[src/rtl/wishbone_arbiter_rr.sv]
// wishbone_arbiter_rr: round-robin owner select for the shared Wishbone bus,
// plus a strobe watchdog that aborts accesses the slave never answers.
module wishbone_arbiter_rr #(
  parameter int N_MASTER = 4,
  parameter int TIMEOUT  = 64,
  parameter int IDX_W    = $clog2(N_MASTER)
) (
  input  logic                clk_i,
  input  logic                rstn_i,
  input  logic [N_MASTER-1:0] cyc_i,
  input  logic [N_MASTER-1:0] lock_i,
  input  logic                bus_stb_i,
  input  logic                bus_ack_i,
  input  logic                bus_err_i,
  input  logic                bus_rty_i,
  output logic [N_MASTER-1:0] gnt_o,
  output logic                gnt_valid_o,
  output logic [IDX_W-1:0]    gnt_idx_o,
  output logic                to_err_o,
  output logic [7:0]          to_count_o
);

  localparam int               CNT_W    = $clog2(TIMEOUT);
  localparam logic [CNT_W-1:0] CNT_MAX  = CNT_W'(TIMEOUT - 1);
  localparam logic [IDX_W:0]   NM       = (IDX_W + 1)'(N_MASTER);
  localparam logic [IDX_W-1:0] LAST_RST = IDX_W'(N_MASTER - 1);

  typedef enum logic [1:0] {S_IDLE, S_GRANT, S_ABORT} state_t;

  state_t               state_q;
  logic [IDX_W-1:0]     last_q;
  logic [CNT_W-1:0]     wd_cnt_q;

  logic                 pick_vld;
  logic [IDX_W-1:0]     pick_idx;
  logic [IDX_W:0]       cand;
  logic [N_MASTER-1:0]  pick_oh;
  logic                 own;
  logic                 waiting;

  // Round-robin search: scan from farthest to nearest so the first requester
  // after last_q (wrapping) is the one left standing.
  always_comb begin
    pick_vld = 1'b0;
    pick_idx = '0;
    cand     = '0;
    for (int i = N_MASTER; i >= 1; i--) begin
      cand = {1'b0, last_q} + (IDX_W + 1)'(i);
      if (cand >= NM) cand = cand - NM;
      if (cyc_i[cand[IDX_W-1:0]]) begin
        pick_vld = 1'b1;
        pick_idx = cand[IDX_W-1:0];
      end
    end
  end

  // One-hot decode of the picked index, one lane per master.
  for (genvar l = 0; l < N_MASTER; l++) begin : g_oh
    assign pick_oh[l] = (pick_idx == IDX_W'(l));
  end

  // last_q always equals the owner while granted, so it doubles as the mux index.
  assign own     = cyc_i[last_q] | lock_i[last_q];
  assign waiting = bus_stb_i & ~(bus_ack_i | bus_err_i | bus_rty_i);

  // Arbitration FSM, watchdog and all registered outputs.
  always_ff @(posedge clk_i or negedge rstn_i) begin
    if (!rstn_i) begin
      state_q     <= S_IDLE;
      last_q      <= LAST_RST;
      wd_cnt_q    <= '0;
      gnt_o       <= '0;
      gnt_valid_o <= 1'b0;
      gnt_idx_o   <= '0;
      to_err_o    <= 1'b0;
      to_count_o  <= '0;
    end else begin
      to_err_o <= 1'b0;
      case (state_q)
        S_IDLE: begin
          if (pick_vld) begin
            state_q     <= S_GRANT;
            last_q      <= pick_idx;
            gnt_o       <= pick_oh;
            gnt_valid_o <= 1'b1;
            gnt_idx_o   <= pick_idx;
          end
        end
        default: begin
          if (!own) begin
            // Release: hand over directly when someone waits, so no idle gap.
            wd_cnt_q <= '0;
            if (pick_vld) begin
              state_q     <= S_GRANT;
              last_q      <= pick_idx;
              gnt_o       <= pick_oh;
              gnt_valid_o <= 1'b1;
              gnt_idx_o   <= pick_idx;
            end else begin
              state_q     <= S_IDLE;
              gnt_o       <= '0;
              gnt_valid_o <= 1'b0;
            end
          end else if (state_q == S_ABORT) begin
            // Responses during the abort cycle are ignored; counter stays 0.
            state_q <= S_GRANT;
          end else if (waiting) begin
            if (wd_cnt_q == CNT_MAX) begin
              state_q  <= S_ABORT;
              wd_cnt_q <= '0;
              to_err_o <= 1'b1;
              if (to_count_o != 8'hFF) to_count_o <= to_count_o + 8'd1;
            end else begin
              wd_cnt_q <= wd_cnt_q + 1'b1;
            end
          end else begin
            wd_cnt_q <= '0;
          end
        end
      endcase
    end
  end

endmodule
[config.mk]
export PLATFORM = sky130hd
export DESIGN_NAME = wishbone_arbiter_rr
export DESIGN_NICKNAME = d
export VERILOG_FILES = /design/src/rtl/wishbone_arbiter_rr.sv
export SDC_FILE = /design/constraint.sdc
export NUM_CORES = 1
export LEC_CHECK = 0
export CORE_MARGIN = 3
export CORE_UTILIZATION = 45
export CTS_CLUSTER_DIAMETER = 80
export DETAILED_ROUTE_END_ITERATION = 8
export GPL_TIMING_DRIVEN = 0
export HOLD_SLACK_MARGIN = 0.06
export PLACE_DENSITY = 0.73
export REMOVE_ABC_BUFFERS = 1
export SYNTH_ARGS = -nofsm -noshare
export SYNTH_HDL_FRONTEND = slang
export SYNTH_SLANG_ARGS = --single-unit
[constraint.sdc]
create_clock -name clk_i -period 2.95 [get_ports clk_i]
set_clock_uncertainty 0.1 [all_clocks]
set_input_delay 0.295 -clock clk_i [delete_from_list [all_inputs] [get_ports clk_i]]
set_output_delay 0.295 -clock clk_i [all_outputs]
set_load 0.1 [all_outputs]
==> impl_metrics.yaml, run 1 <==
status:
  status: "finished clean"
placement:
  port_buffers: 29
  place.gp.congestion: 0.866
  place_ws_ns: 0.246
  dp_hpwl_mm: 2.04
cts:
  cts_buffer_depth: 2
  ctsHoldBuffers: 0
  cts-buffers-inserted: 3
  htree_levels: 1
  cts_root_buffer: "clkbuf_4"
  cts_tree: "yes"
  path_clk_slew_ns: 0.14
  cts_resized: 0
  cts_setup_buffers: 0
  clk_latency_ns: 0.31
  cts_sinks: 26
power_and_ir_drop:
  ir_worst_vdd_mv: 0.760
  swShare_pct: 45.1
  internal-power_mw: 0.742
  p_leak_nw: 0.739
  p_seq_share_pct: 35.2
  combPwrFrac_pct: 47.0
  clock_power_share_pct: 17.8
  power_density_nw_per_um2: 811
  switching_power_mw: 0.611
grt:
  grt_max_degree: 27
  grt.overflow.total: 0
  grt_usage_pct: 16.8
  grt_pass1_vias: 1078
  grt_pass1_wl_mm: 4.61
  grt_antenna_before_repair: 0
hold_path:
  hp-class: "reg -> reg"
critical_path:
  crit_type: "reg -> reg"
  r2r_start: "last_q[0]"
  regToRegSetupSlack_ns: 0.56
  startpoint: "last_q[0]"
  reg2reg_to: "to_count_o[1]"
  path_max_fanout: 14
  arrival_ns: 2.51
  end_kind: "register"
  r2r_cells: 4
  worstPathRequired_ns: 3.07
  cp-endpoint: "to_count_o[1]"
  critical_path.startpoint_type: "register"
synth:
  synth_area_per_cell_sq_um: 10.3
  synthDistinctLibCells: 39
  ys_seq_elements: 26
  seq_area_frac_synth_pct: 50.1
  netlist_area_sq_um: 1300
  synthCells: 126
  synth_warnings: 0
route:
  drtIter0Drc: 117
  num_vias: 1103
  vias_per_cell: 5.93
  drc: 0
  wire_per_inst_um: 14.4
  firstDrtPassIters: 5
  routed_wl_mm: 2.67
  detail-route-antenna-nets: 0
cells_and_area:
  nets: 173
  syn_to_final_growth_pct: 28.0
  drive_gt1_share_pct: 6.41
  diodes: 0
  final_cell_mix: "clkdlybuf4s50_1 (29), dfrtp_1 (24), nor2_1 (9)"
  postLayoutCoreUtil_pct: 63.9
  final_common_cell: "clkdlybuf4s50_1"
sta:
  timing.fmax_ghz: 0.418
  relSlewSlack_pct: 25.4
  setup_viol: 0
  fin_ws_ns: 0.555
  slew_viol_final: 0
  tightest_slew_ns: 1.12
  grt_setup_unrepaired: "false"
  fin_crit_sh_pct: 81.2
  period_needed_ns: 2.39
  finalSetupTns_ns: 0
  final_hold_viol_count: 0
die:
  dieArea_sq_um: 3580
  die_y_um: 59.8
  start_util_pct: 49.9
  core_area_sq_um: 2610
  io_pins: 30
  die_w_um: 59.8
  std_cell_rows: 18
job:
  drv_cap: 0
[power by group through the flow]
| stage | Combinational, mW | Clock, mW | Sequential [mW] |
|---|---|---|---|
| after floorplan | 0.176 | 0 | 0.784 |
| after global placement | 0.634 | 0 | 0.478 |
| after detailed placement | 0.640 | 0 | 0.482 |
| after CTS | 0.640 | 0.245 | 0.476 |
| after global routing | 0.665 | 0.263 | 0.486 |
| final | 0.636 | 0.241 | 0.476 |
[metrics by stage]
stage / cells / area, sq um / power, mW / hold WS (ns)
2_1_floorplan: 123 / 1290 / 0.960 / -0.101
3_3_place_gp: 182 / 1620 / 1.11 / 0.364
3_5_place_dp: 182 / 1620 / 1.12 / 0.378
4_1_cts: 186 / 1670 / 1.36 / 0.407
5_1_grt: 186 / 1670 / 1.42 / 0.437
6_report: 186 / 1670 / 1.35 / 0.401
[sequential cells by signal, indices dropped and copies added, names as in the netlist]
register and flops:
state_q 2, gnt_o 4, gnt_idx_o 2, gnt_valid_o 1, to_count_o 8, wd_cnt_q 6
last_q 2, to_err_o 1
[worst max-delay path: stages, from the launching register on]
cell     delay [ns]
dfstp_2        0.62
nor4b_1        0.07
or4_4          0.63
nor4_4         0.52
mux2_1         0.36
[cells by family (layout without fill, tap and decap cells)]
kind of cell             count (synthesis)  count (layout)  synth area share [%]
AND/OR/NAND/NOR                         50              50                  23.1
AO/OA/AOI/OAI                           30              30                  15.7
flip-flops                              26              26                  50.1
buffers and inverters                    9              39                  2.88
XOR/XNOR                                 8               8                  5.37
adder cells (fa/ha/maj)                  2               2                  1.92
multiplexers                             1               1                 0.864
[how the worst min path moves through the flow]
stage	start	end	slack, ns	cells past startpoint
5_1_grt	gnt_o[2]	gnt_o[2]	0.44	1
3_3_place_gp	gnt_idx_o[1]	gnt_idx_o[1]	0.36	1
4_1_cts	to_count_o[7]	to_count_o[7]	0.41	1
6_report	to_count_o[5]	to_count_o[5]	0.40	1
3_5_place_dp	gnt_idx_o[1]	gnt_idx_o[1]	0.38	1
2_1_floorplan	rstn_i	gnt_idx_o[0]	-0.10	0
[metal layers]
metal | global-route usage, % | vias up | wire length, um
met3 | 2.81 | 2 | 197
met2 | 27.8 | 46 | 1240
met5 | 0 | - | 0
met1 | 22.1 | 521 | 1220
met4 | 5.70 | 0 | 19
li1 | - | 534 | -
[layout make-up]
cell class	count	area (sq um)
clock buffers	3	22.5
flip-flops and latches	26	653
multi-input cells	91	613
inverters	6	22.5
well taps	30	37.5
repair buffers	29	290
clock inverters	1	30.0
fillers	221	943
[cells in the mapped netlist]
library cell	number	area (sq um)
or4b_1	1	10.0
nor4_4	1	21.3
a22o_1	2	17.5
nand4_1	4	25.0
o31a_1	1	8.76
or4_1	2	15.0
nor3_1	3	15.0
nand3_1	4	20.0
a2bb2oi_1	1	8.76
nor4b_1	2	17.5
inv_1	6	22.5
o21ai_0	3	15.0
nor4_1	4	25.0
a21oi_2	1	8.76
nor4bb_1	1	10.0
xor2_1	3	26.3
mux2_1	1	11.3
a21oi_1	4	20.0
or2_1	1	6.26
buf_2	3	15.0
a31oi_1	1	6.26
o221ai_1	2	17.5
o21ai_1	5	25.0
dfrtp_1	24	601
nor2_1	9	33.8
o31ai_1	2	15.0
or4_4	1	11.3
a211o_1	1	8.76
dfstp_2	2	52.6
and3_1	7	43.8
a211oi_1	1	7.51
a21o_1	4	30.0
ha_1	2	25.0
a32o_1	1	10.0
xnor2_1	5	43.8
nand2b_1	3	18.8
o22ai_1	1	6.26
nor2_2	1	6.26
nand2_1	6	22.5
(Power assumes the default switching activity.)
==> run 2: changes to the inputs <==
==> constraint.sdc (replaced) <==
create_clock -name clk_i -period 2.35 [get_ports clk_i]
set_clock_uncertainty 0.1 [all_clocks]
set_input_delay 0.235 -clock clk_i [delete_from_list [all_inputs] [get_ports clk_i]]
set_output_delay 0.235 -clock clk_i [all_outputs]
set_load 0.1 [all_outputs]
==> run 2 against run 1 <==
  * Clock-buffer cell count is the same
  * Register-to-register slack got worse by 0.46 ns
  * Sequential power up 26%
  * Final cell count increased by 1.1%
  * Cell area rose by 1.0%
  * Non-clock buffer count up 2
  * Critical path depth fell by 3
==> impl_metrics.yaml, run 2 (synthesized netlist as in run 1, its figures left out) <==
sta:
  relSlewSlack_pct: 25.2
  grt_setup_unrepaired: "false"
  fin_crit_sh_pct: 96.2
  timing.fmax_ghz: 0.443
  whs_ns: 0.399
  setup_viol: 0
  tightest_slew_ns: 1.12
  final_hold_viol_count: 0
  period_needed_ns: 2.26
  slew_viol_final: 0
power_and_ir_drop:
  combPwrFrac_pct: 47.0
  ir_worst_vdd_mv: 0.954
  clock_power_share_pct: 17.8
  p_seq_share_pct: 35.2
  p_leak_nw: 0.769
  internal-power_mw: 0.932
  power_density_nw_per_um2: 1010
  switching_power_mw: 0.767
  swShare_pct: 45.1
cts:
  cts-buffers-inserted: 3
  cts_buffer_depth: 2
  htree_levels: 1
  ctsHoldBuffers: 0
  path_clk_slew_ns: 0.14
  clk_latency_ns: 0.31
  cts_tree: "yes"
  cts_root_buffer: "clkbuf_4"
  cts_sinks: 26
cells_and_area:
  postLayoutCoreUtil_pct: 64.6
  final_cell_mix: "clkdlybuf4s50_1 (28), dfrtp_1 (24), nor2_1 (9)"
  multi_input_area_sq_um: 613
  largest_register_ffs: 8
  reg.largest.list: "to_count_o (8), wd_cnt_q (6), gnt_o (4)"
  fin_cells: 188
  syn_to_final_growth_pct: 29.4
  nets: 175
  diodes: 0
  fillCellCount: 221
  drive_gt1_share_pct: 7.59
  final_common_cell: "clkdlybuf4s50_1"
  ff_latch_area_sq_um: 653
  regMostFlops: "to_count_o"
critical_path:
  critical_path.startpoint_type: "register"
  cp_top_family: "buffers and inverters"
  crit_type: "reg -> out"
  regToRegSetupSlack_ns: 0.10
  r2r_cells: 5
  crit_path_top_delay_cell: "clkdlybuf4s50_1"
  worstPathRequired_ns: 2.02
  crit_cells: 1
  startpoint: "to_count_o[3]"
  arrival_ns: 1.92
  slowest_delay_ns: 1.16
  path_cells: "clkdlybuf4s50_1"
  end_kind: "output pin"
  path_max_fanout: 5
  cp-endpoint: "to_count_o[3]"
  reg2reg_to: "gnt_o[0]"
  r2r_start: "last_q[0]"
  crit_buf_inv: 1
route:
  drc: 0
  routed_wl_mm: 2.69
  wire_per_inst_um: 14.3
  drtIter0Drc: 87
  firstDrtPassIters: 5
  num_vias: 1113
  vias_per_cell: 5.92
  detail-route-antenna-nets: 0
die:
  die_w_um: 59.8
  std_cell_rows: 18
  core_area_sq_um: 2610
  dieArea_sq_um: 3580
  die_y_um: 59.8
  io_pins: 30
  start_util_pct: 49.9
grt:
  grt_max_degree: 27
  grt.overflow.total: 0
  grt_antenna_before_repair: 0
  grt_pass1_vias: 1076
  grt_usage_pct: 16.7
  grt_pass1_wl_mm: 4.60
status:
  status: "finished clean"
placement:
  place.gp.congestion: 0.866
  place_inst: 182
  port_buffers: 29
  dp_hpwl_mm: 2.04
hold_path:
  hp-class: "in -> async"
job:
  drv_cap: 0
[run 2: cell types whose count changed in the layout (fill, tap and decap cells not counted)]
cell / delta
dlymetal6s2s_1: +1
clkdlybuf4s50_1: -1
buf_4: +2
[run 2: how the worst min path moves through the flow]
| stage | startpoint | slack, ns | end |
|---|---|---|---|
| after floorplan | rstn_i | -0.16 | gnt_idx_o[0] |
| after global placement | gnt_idx_o[1] | 0.36 | gnt_idx_o[1] |
| after detailed placement | gnt_idx_o[1] | 0.38 | gnt_idx_o[1] |
| after CTS | to_count_o[7] | 0.41 | to_count_o[7] |
| after global routing | gnt_o[2] | 0.44 | gnt_o[2] |
| final | rstn_i | 0.40 | to_count_o[1] |
[run 2: layout make-up]
| type | count | share of cell area [%] |
|---|---|---|
| timing repair buffer | 31 | 18.2 |
| sequential | 26 | 38.7 |
| tap | 30 | 2.23 |
| clock buffer | 3 | 1.34 |
| multi-input combinational | 91 | 36.4 |
| inverter | 6 | 1.34 |
| clock inverter | 1 | 1.78 |
[run 2: through the flow]
| stage | instance area, sq um | worst slack, ns | power [mW] | setup TNS (ns) |
|---|---|---|---|---|
| global route | 1690 | 0.0229 | 1.78 | 0 |
| global placement | 1620 | -0.269 | 1.40 | -1.53 |
| finish | 1690 | 0.0904 | 1.70 | 0 |
| detailed placement | 1620 | -0.294 | 1.41 | -1.79 |
| floorplan | 1290 | -0.0281 | 1.20 | -0.113 |
| CTS | 1670 | 0.0484 | 1.71 | 0 |
[run 2: power groups by stage]
stage / combinational (mW) / clock, mW / sequential, mW
floorplan: 0.221 / 0 / 0.984
global route: 0.834 / 0.331 / 0.610
CTS: 0.803 / 0.308 / 0.597
global placement: 0.796 / 0 / 0.600
detailed placement: 0.804 / 0 / 0.605
finish: 0.799 / 0.302 / 0.598
[run 2: timing repair]
action	in CTS	in global routing
setup buffers	0	2
gates resized for setup	0	1
setup endpoints to repair	5	7
pin swaps	1	1
hold endpoints to repair	0	0
[run 2: layer usage]
layer,vias to the layer above,wire length (um),GRT usage (%)
met5,-,0,0
met4,0,19,5.70
met3,2,181,2.81
met2,42,1260,27.8
met1,529,1230,22.0
li1,540,-,-
==> run 3: changes to the inputs <==
--- a/config.mk
+++ b/config.mk
@@ -12,7 +12,6 @@
 export GPL_TIMING_DRIVEN = 0
 export HOLD_SLACK_MARGIN = 0.06
 export PLACE_DENSITY = 0.73
-export REMOVE_ABC_BUFFERS = 1
 export SYNTH_ARGS = -nofsm -noshare
 export SYNTH_HDL_FRONTEND = slang
 export SYNTH_SLANG_ARGS = --single-unit
==> run 3 against run 2 <==
  * Global-route usage shrank 0.88 points
  * Clock power shrank 26%
  * Cell area grew 0.44%
  * Clock-buffer cell count grew 1
  * Sequential share of layout area shrank 0.098 points
  * Combinational power grew 5.3%
  * Final cell count grew 1.1%
  * Sequential power shrank 2%
  * Die area is the same
==> impl_metrics.yaml, run 3 (synthesized netlist as in run 1, its figures left out) <==
power_and_ir_drop:
  power_density_nw_per_um2: 972
  p_leak_nw: 0.768
  internal-power_mw: 0.868
  swShare_pct: 47.3
  ir_worst_vdd_mv: 1.08
  combPwrFrac_pct: 51.1
  clock_power_share_pct: 13.5
  p_seq_share_pct: 35.4
  switching_power_mw: 0.779
cells_and_area:
  regMostFlops: "to_count_o"
  drive_gt1_share_pct: 9.38
  postLayoutCoreUtil_pct: 64.8
  diodes: 0
  final_common_cell: "clkdlybuf4s50_1"
  syn_to_final_growth_pct: 29.9
  final_cell_mix: "clkdlybuf4s50_1 (28), dfrtp_1 (23), nor2_1 (9)"
  largest_register_ffs: 8
  fillCellCount: 227
  fin_cells: 190
  ff_latch_area_sq_um: 654
  multi_input_area_sq_um: 626
  reg.largest.list: "to_count_o (8), wd_cnt_q (6), gnt_o (4)"
  nets: 177
sta:
  setup_viol: 0
  relSlewSlack_pct: 24.2
  slew_viol_final: 0
  tightest_slew_ns: 1.13
  period_needed_ns: 2.27
  fin_crit_sh_pct: 96.8
  final_hold_viol_count: 0
  timing.fmax_ghz: 0.440
  whs_ns: 0.400
  fin_ws_ns: 0.0757
  grt_setup_unrepaired: "false"
grt:
  globalRoute.busiestLayer: "met2"
  grt_pass1_wl_mm: 4.47
  grt_pass1_vias: 1076
  grt_usage_pct: 15.8
  grt.overflow.total: 0
  grt_antenna_before_repair: 0
  met1_usage_pct: 20.2
  grt_max_degree: 27
  met2_usage_pct: 27.6
  use_met3_pct: 2.81
die:
  die_y_um: 59.8
  dieArea_sq_um: 3580
  core_area_sq_um: 2610
  die_w_um: 59.8
  std_cell_rows: 18
  start_util_pct: 49.9
  io_pins: 30
cts:
  path_clk_slew_ns: 0.14
  clk_latency_ns: 0.31
  cts_buffer_depth: 2
  cts-buffers-inserted: 3
  cts_root_buffer: "clkbuf_4"
  cts_sinks: 26
  htree_levels: 1
  cts_tree: "yes"
critical_path:
  crit_type: "reg -> reg"
  r2r_cells: 6
  critical_path.startpoint_type: "register"
  path_cells: "clkbuf_4 -> nor4b_1 -> or4_4 -> nor4_4 -> buf_4 -> mux2_1"
  startpoint: "last_q[1]"
  cp_top_family: "simple AND/OR/NAND/NOR gates"
  reg2reg_to: "to_count_o[1]"
  end_kind: "register"
  worstPathRequired_ns: 2.47
  r2r_start: "last_q[1]"
  crit_path_top_delay_cell: "dfstp_2"
  crit_cells: 6
  slowest_delay_ns: 0.54
  crit_buf_inv: 2
  regToRegSetupSlack_ns: 0.08
  arrival_ns: 2.39
  cp-endpoint: "to_count_o[1]"
  path_max_fanout: 9
route:
  num_vias: 1099
  detail-route-antenna-nets: 0
  drtIter0Drc: 29
  vias_per_cell: 5.78
  firstDrtPassIters: 4
  drc: 0
  wire_per_inst_um: 14.6
  routed_wl_mm: 2.77
hold_path:
  hp-class: "reg -> reg"
  hold_depth: 1
status:
  status: "finished clean"
placement:
  place.gp.congestion: 0.826
  dp_hpwl_mm: 2.04
  place_ws_ns: -0.253
  port_buffers: 29
  place_inst: 185
synth:
  synth_fp_nets: 142
job:
  drv_cap: 0
## run 3: worst min-delay path by stage
stage,from,to
floorplan,rstn_i,gnt_idx_o[0]
global placement,gnt_idx_o[1],gnt_idx_o[1]
detailed placement,gnt_idx_o[1],gnt_idx_o[1]
CTS,gnt_idx_o[1],gnt_idx_o[1]
global route,to_count_o[0],to_count_o[0]
finish,gnt_idx_o[1],gnt_idx_o[1]
## run 3: power groups by stage
stage	logic [mW]	clock network, mW	registers (mW)
finish	0.841	0.222	0.584
global route	0.883	0.248	0.594
CTS	0.836	0.232	0.583
detailed placement	0.831	0	0.588
global placement	0.824	0	0.585
floorplan	0.246	0	0.971
## run 3: metrics by stage
stage | cell area, sq um | total power, mW | TNS [ns]
floorplan | 1310 | 1.22 | 0
global placement | 1630 | 1.41 | -1.20
detailed placement | 1630 | 1.42 | -1.53
CTS | 1670 | 1.65 | 0
global route | 1690 | 1.72 | 0
finish | 1690 | 1.65 | 0
## run 3: routing by layer
layer,up-vias,wire length [um]
met1,531,1270
li1,538,-
met5,-,0
met3,2,112
met4,0,10
met2,28,1380
## run 3: cell type report
cell class / count / area share [%]
Sequential cell: 26 / 38.6
Multi-Input combinational cell: 91 / 36.9
Timing Repair Buffer: 30 / 17.7
Clock buffer: 4 / 2.14
Inverter: 6 / 1.33
Tap cell: 30 / 2.22
Buffer: 3 / 1.03
## run 3: worst reg2reg max path, delay by kind of cell, from the launching register on
| kind | cells | cell delay [ns] |
|---|---|---|
| muxes | 1 | 0.32 |
| buffers and inverters | 2 | 0.36 |
| and+or+nand+nor | 3 | 0.87 |
| DFF | 1 | 0.54 |
## run 3: timing repair
item                                    4_1_cts  5_1_grt
endpoints found under the setup margin        2        5
buffers inserted                              0        1
resized for setup                             0        4
pin swaps                                     1        1
hold buffers                                  0        0
